### src/rtl/spi_cmd_scheduler.sv
// spi_cmd_scheduler: queues SPI commands, launches one byte transfer at a time and returns each received byte as a response
module spi_cmd_scheduler #(
  parameter int DEPTH = 4,
  parameter int GAP   = 1
) (
  input  logic       clk,
  input  logic       reset,
  input  logic       req_valid,
  output logic       req_ready,
  input  logic [1:0] req_slave,
  input  logic [7:0] req_data,
  output logic       start,
  output logic [1:0] slaveSelect,
  output logic [7:0] masterDataToSend,
  input  logic [7:0] masterDataReceived,
  output logic       rsp_valid,
  input  logic       rsp_ready,
  output logic [7:0] rsp_data,
  output logic [1:0] rsp_slave,
  output logic       rsp_err,
  output logic       busy
);
  localparam int AW = $clog2(DEPTH);
  localparam int CW = AW + 1;

  typedef enum logic [2:0] {S_IDLE, S_START, S_SHIFT, S_CAPTURE, S_GAP} state_t;

  state_t        r_state, w_next;
  logic [1:0]    r_mem_slave [DEPTH];
  logic [7:0]    r_mem_data  [DEPTH];
  logic [AW-1:0] r_wr_ptr, r_rd_ptr;
  logic [CW-1:0] r_count;
  logic [3:0]    r_cnt;
  logic [1:0]    r_slave;
  logic [7:0]    r_data;
  logic          r_rsp_valid, r_rsp_err;
  logic [1:0]    r_rsp_slave;
  logic [7:0]    r_rsp_data;
  logic          w_push, w_pop, w_rsp_free, w_head_bad;
  logic [1:0]    w_head_slave;
  logic [7:0]    w_head_data;

  assign req_ready        = r_count < CW'(DEPTH);
  assign w_push           = req_valid && req_ready;
  // A response being consumed on this edge frees the slot for the next pop.
  assign w_rsp_free       = !r_rsp_valid || rsp_ready;
  assign w_head_slave     = r_mem_slave[r_rd_ptr];
  assign w_head_data      = r_mem_data[r_rd_ptr];
  assign w_head_bad       = w_head_slave == 2'd3;
  assign slaveSelect      = r_slave;
  assign masterDataToSend = r_data;
  assign rsp_valid        = r_rsp_valid;
  assign rsp_err          = r_rsp_err;
  assign rsp_slave        = r_rsp_slave;
  assign rsp_data         = r_rsp_data;
  assign busy             = r_state != S_IDLE || r_count != '0;

  // FIFO storage; contents need no reset since the pointers define validity.
  always_ff @(posedge clk) begin
    if (w_push) begin
      r_mem_slave[r_wr_ptr] <= req_slave;
      r_mem_data[r_wr_ptr]  <= req_data;
    end
  end

  // FIFO pointers and occupancy.
  always_ff @(posedge clk or negedge reset) begin
    if (!reset) begin
      r_wr_ptr <= '0;
      r_rd_ptr <= '0;
      r_count  <= '0;
    end else begin
      r_wr_ptr <= r_wr_ptr + AW'(w_push);
      r_rd_ptr <= r_rd_ptr + AW'(w_pop);
      r_count  <= r_count + CW'(w_push) - CW'(w_pop);
    end
  end

  // FSM state register.
  always_ff @(posedge clk or negedge reset) begin
    if (!reset) r_state <= S_IDLE;
    else        r_state <= w_next;
  end

  // FSM next-state logic; GAP=0 skips the gap state entirely.
  always_comb begin
    w_next = r_state;
    case (r_state)
      S_IDLE:    if (w_pop) w_next = w_head_bad ? (GAP == 0 ? S_IDLE : S_GAP) : S_START;
      S_START:   w_next = S_SHIFT;
      S_SHIFT:   if (r_cnt == 4'd7) w_next = S_CAPTURE;
      S_CAPTURE: w_next = GAP == 0 ? S_IDLE : S_GAP;
      S_GAP:     if (r_cnt == 4'(GAP - 1)) w_next = S_IDLE;
      default:   w_next = S_IDLE;
    endcase
  end

  // FSM outputs: launch pulse and FIFO pop.
  always_comb begin
    start = r_state == S_START;
    w_pop = r_state == S_IDLE && r_count != '0 && w_rsp_free;
  end

  // Shared shift/gap counter, cleared on every state change.
  always_ff @(posedge clk or negedge reset) begin
    if (!reset) r_cnt <= '0;
    else        r_cnt <= w_next != r_state ? 4'd0 : r_cnt + 4'd1;
  end

  // Holding registers (legal commands only) and the response register.
  always_ff @(posedge clk or negedge reset) begin
    if (!reset) begin
      r_slave     <= '0;
      r_data      <= '0;
      r_rsp_valid <= 1'b0;
      r_rsp_err   <= 1'b0;
      r_rsp_slave <= '0;
      r_rsp_data  <= '0;
    end else begin
      if (w_pop && !w_head_bad) begin
        r_slave <= w_head_slave;
        r_data  <= w_head_data;
      end
      if (w_pop && w_head_bad) begin
        r_rsp_valid <= 1'b1;
        r_rsp_err   <= 1'b1;
        r_rsp_slave <= 2'd3;
        r_rsp_data  <= 8'h00;
      end else if (r_state == S_CAPTURE) begin
        r_rsp_valid <= 1'b1;
        r_rsp_err   <= 1'b0;
        r_rsp_slave <= r_slave;
        r_rsp_data  <= masterDataReceived;
      end else if (rsp_ready) begin
        r_rsp_valid <= 1'b0;
      end
    end
  end
endmodule

### config.mk
export PLATFORM = sky130hd
export DESIGN_NAME = spi_cmd_scheduler
export DESIGN_NICKNAME = d
export VERILOG_FILES = /design/src/rtl/spi_cmd_scheduler.sv
export SDC_FILE = /design/constraint.sdc
export NUM_CORES = 1
export LEC_CHECK = 0
export BUFFER_PORTS_ARGS = -buffer_cell sky130_fd_sc_hd__buf_2
export CAP_MARGIN = 10
export CORE_MARGIN = 5
export CORE_UTILIZATION = 35
export CTS_CLUSTER_DIAMETER = 100
export CTS_CLUSTER_SIZE = 16
export DETAILED_ROUTE_END_ITERATION = 6
export GPL_TIMING_DRIVEN = 0
export PLACE_DENSITY_LB_ADDON = 0.08
export SYNTH_ARGS = -nofsm -noshare
export SYNTH_HDL_FRONTEND = slang
export SYNTH_SLANG_ARGS = --single-unit
### constraint.sdc
create_clock -name clk -period 4.2 [get_ports clk]
set_input_delay 0.21 -clock clk [delete_from_list [all_inputs] [get_ports clk]]
set_output_delay 0.21 -clock clk [all_outputs]
set_load 0.005 [all_outputs]
[After elaboration in Yosys (flattened, before gate mapping)]
Memory sizes are Yosys's and may differ from the RTL's. A register that Yosys moved wholly into a read port is not among the register bits.
Cells that the tools add are included.
Storage, ports and cells
  bits in registers: 28
  memory bits (writable): 40
  bits of input ports: 22
  output and inout bits: 25
  memories kept: 2
Memory list
  r_mem_data: depth 4, width 8, read ports 1, clocked after Yosys merged registers in 1, write ports 1, RTL line 30  | logic [7:0] r_mem_data [DEPTH];
  r_mem_slave: depth 4, width 2, read ports 1, clocked after Yosys merged registers in 0, write ports 1, RTL line 29  | logic [1:0] r_mem_slave [DEPTH];
Operators by class
  add/sub/neg operators: 5
  magnitude comparators: 1
  eq/ne operators: 7
  multiplexer cells: 17
  reductions and logical operators: 16
Operator list (count)
  $mux 8: 2
  $pmux 3 s5: 1
  $mux 3: 4
  $reduce_bool 3->1: 3
  $mux 1: 7
  $eq 3x2->1 const B: 2
  $logic_and 1x1->1: 5
  $add 2x1->2: 2
  $add 4x1->4 const B: 1
  $eq 4x3->1 const B: 1
  $logic_not 4->1: 1
  $mux 2: 2
  $mux 4: 1
  $add 3x1->3: 1
  $eq 3x1->1 const B: 1
  $eq 3x3->1 const B: 1
  $logic_not 1->1: 3
  $logic_not 3->1: 1
  $lt 3x3->1 const B: 1
  $ne 3x3->1: 1
  $sub 3x1->3: 1
  $eq 2x2->1 const B: 1
  $logic_or 1x1->1: 2
  $reduce_bool 2->1: 1

[Depth between registers and ports, before layout]
  depth in word-level cells: 7
  mapped depth: 10
  depth with buffers taken out: 7

[Worst setup path after synthesis]
No wires, ideal clock.
  path type: reg-to-reg
  from: register r_state[1]
  to: register r_count[2]
  library setup time: 123 ps
  data arrival time: 2524 ps
  slack: 1553 ps
  cell stages (with the launch flop): 11
  buffers on the path: 3
  path through: dfrtp_1 clkbuf_1 or3_1 clkbuf_1 nor3_1 buf_2 xnor2_1 ha_1 fa_1 xnor2_1 xnor2_1
On the way
  longest elaborated chain between the ends: 4
Ends and longest elaborated chain
  from (decl): RTL line 28  | state_t r_state, w_next;
  from (signal assigned): RTL line 82  | else r_state <= w_next;
  $logic_not 3->1: RTL line 101  | w_pop = r_state == S_IDLE && r_count != '0 && w_rsp_free;
  $logic_and 1x1->1 (2 in a row): RTL line 101
  $sub 3x1->3: RTL line 75  | r_count <= r_count + CW'(w_push) - CW'(w_pop);
  to (signal assigned): RTL line 75
  to (decl): RTL line 32  | logic [CW-1:0] r_count;
No other way between the ends.
A chain may end at the register's enable or synchronous reset.

[Worst setup path in the final report]
Same ends and word-level chain as after synthesis.

==> flow_summary.toml <==
[finish]
area_growth_pct = 21.9
diodes = 0
nets = 269
finalNonFillerCells = 355
drive_above_1_share_pct = 34.8
fillCellCount = 820

[floorplanning]
fp.dieW_um = 103
ioPinCount = 47
start_util_pct = 35.5
die_h_um = 103
dieArea_um2 = 10700
fp-row-count = 34
core_area_um2 = 8590

[clock_network]
cts_made_buffers = 9
path_clk_slew_ns = 0.08
clock_latency_ns = 0.34
h-tree-depth = 3
clock_sinks = 76
cts_tree = "yes"
cts_hold_buf = 1
cts_root_buffer = "clkbuf_8"
cts_resized = 0
post_cts_buffers = 0
cts.path.max_buffers = 2

[global_routing]
antenna_found_initial = 0
grt_usage_pct = 12.1
grt_pass1_vias = 1857
grt-ovfl-total = 0
grt_first_pass_wirelength_mm = 9.49
grt_max_degree = 37

[placement]
dp.cells = 338
port_buffers = 46
post-place-ws_ns = 1.15
place.gp.congestion = 0.716
dp_hpwl_mm = 4.07

[yosys]
synth_area_um2 = 3050
yosys.area_share.simple_pct = 6.36
ys_ff_latch = 76
syn_area_per_cell_um2 = 16.7
synth_xor_area_share_pct = 2.59
yosysUniqueCellTypes = 36
muxShareOfSynthArea_pct = 13.6
yosys.area.top_type_share_pct = 39.4
synth_ff_type = "edfxtp_1"
synth-compound-area-share_pct = 4.39
yosysSeqAreaShare_pct = 69.0
yosys_warnings = 0
async_reset_ff_share_pct = 47.4
syn_inst = 183
synth_fa_ha_area_share_pct = 2.30
yosysTopAreaCell = "edfxtp_1"
ys_top_cells_by_area = "edfxtp_1 (39%), dfrtp_1 (30%), mux4_2 (7.4%)"
synth_top_family_by_area = "multiplexers"
synth-edff-count = 40
synth_nets = 210

[power_and_ir_drop]
pwr-share-seq_pct = 40.1
p_comb_share_pct = 33.6
intPower_mw = 1.93
power.share.clock_pct = 26.3
p_total_mw = 2.81
leakage_nw = 1.54
irDropWorstVdd_mv = 0.248
powerDensity_nw_per_um2 = 756
p_switching_mw = 0.883
switching_share_pct = 31.4

[sta]
worst_slack_ns = 1.17
tns_ns = 0
tightest_slew_ns = 0.931
slew_headroom_pct = 37.6
whs_ns = 0.0843
final-max-slew-violation-count = 0
fin_skew_ns = 0.00592
max_freq_mhz = 330
period_needed_ns = 3.03
grt_setup_unrepaired = "no"
hold_viol = 0
setup_viol = 0
post-route-period-util_pct = 72.2

[setup_path]
setup.worst_path.end_class = "flop"
start_kind = "flop"
critPathRequiredTime_ns = 4.47
cp_max_fo = 10
critPathKind = "reg -> reg"
cp.arrival_ns = 3.30

[route]
first_iter_violations = 55
drt-pass1-iter-count = 4
wl_per_cell_um = 16.6
antenna_left = 0
drc_errors = 0
vias_per_cell = 4.79
wl_mm = 5.90
routed-via-count = 1701

[min_path]
hp-class = "in -> reg"

[outcome]
status = "completed"

[run]
maxCapViolations = 0
-- logic make-up (layout without fill, tap and decap cells) --
logic type	count (synthesis)	after routing
compound gates	19	19
xor+xnor	9	9
fa+ha+maj	5	5
buf+inv	14	78
flops	76	76
mux	28	28
simple gates	32	32
-- worst max-delay path, cell delays in order (launching register included) --
cell and delay [ns]:
dfrtp_1 0.37, clkbuf_1 0.18, or3_1 0.37, clkbuf_1 0.22
nor3_1 0.51, buf_2 0.34, xnor2_1 0.09, ha_1 0.19
fa_1 0.37, xnor2_1 0.17, xnor2_1 0.14
-- power groups by stage --
stage / combinational [mW] / sequential [mW] / clock [mW]
global placement: 0.954 / 1.14 / 0
floorplan: 0.648 / 1.13 / 0
CTS: 0.974 / 1.13 / 0.761
detailed placement: 0.968 / 1.15 / 0
global route: 1.07 / 1.15 / 0.796
finish: 0.945 / 1.13 / 0.739
-- final timing paths --
kind | start | endpoint | slack, ns | cells past startpoint
min reg2reg | rsp_err | rsp_err | 0.50 | 2
max in group asynchronous | reset | masterDataToSend[7] | 3.16 | 2
min | req_data[0] | r_mem_data[2][0] | 0.08 | 1
min in group asynchronous | reset | rsp_data[5] | 0.51 | 2
max | r_state[1] | r_count[2] | 1.17 | 10
max reg2reg | r_state[1] | r_count[2] | 1.17 | 10
-- metrics by stage --
stage | utilization [%] | area, um2
3_5_place_dp | 40.0 | 3430
4_1_cts | 43.2 | 3710
2_1_floorplan | - | 3050
3_3_place_gp | 39.7 | 3410
6_report | 43.2 | 3710
5_1_grt | 43.2 | 3710
-- cell type report --
cell class / instances / area, um2 / area share (%)
clock inverters: 7 / 146 / 3.94
plain buffers: 9 / 35.0 / 0.943
inverters: 5 / 18.8 / 0.505
clock buffers: 9 / 124 / 3.33
multi-input cells: 93 / 902 / 24.3
well taps: 108 / 135 / 3.64
repair buffers: 48 / 251 / 6.77
flip-flops and latches: 76 / 2100 / 56.6
-- per-layer routing --
layer  track usage (%)  up-vias  wire length (um)
met4              5.08        0                97
met1              15.2      831              2580
met3              2.82       11               314
li1                  -      809                 -
met5                 0        -                 0
met2              20.2       50              2910
-- state kept, by name, summed over array words and instances (netlist names) --
signal / count
r_mem_data: 32
rsp_err: 1
rsp_data: 8
r_mem_slave: 8
rsp_slave: 2
masterDataToSend: 8
r_cnt: 4
r_count: 3
slaveSelect: 2
r_state: 3
r_rd_ptr: 2
r_wr_ptr: 2
rsp_valid: 1
-- cells in the mapped netlist (all sizes together), types with 2 or more instances --
master  number
edfxtp      40
dfrtp       36
mux2i       10
mux4        10
a21oi        8
mux2         8
clkbuf       7
xnor2        6
inv          5
nand2        5
nor4         5
o21ai        5
ha           4
nor3         3
nor3b        3
xor2         3
buf          2
nor2         2
nor2b        2
nor4b        2
o22a         2
or3          2
-- layout by cell type (no fill, tap or decap), types with 2 or more instances in the layout --
cell,n
a21oi_1,8
buf_2,47
bufinv_16,4
clkbuf_1,7
clkbuf_8,9
dfrtp_1,36
edfxtp_1,40
ha_1,4
inv_1,5
inv_6,2
mux2_2,8
mux2i_1,10
mux4_2,10
nand2_1,5
nor2_1,2
nor2b_1,2
nor3_1,2
nor3b_1,2
nor4_1,5
nor4b_1,2
o21ai_0,5
o22a_1,2
or3_1,2
xnor2_1,6
xor2_1,3
(Power assumes the default switching activity.)
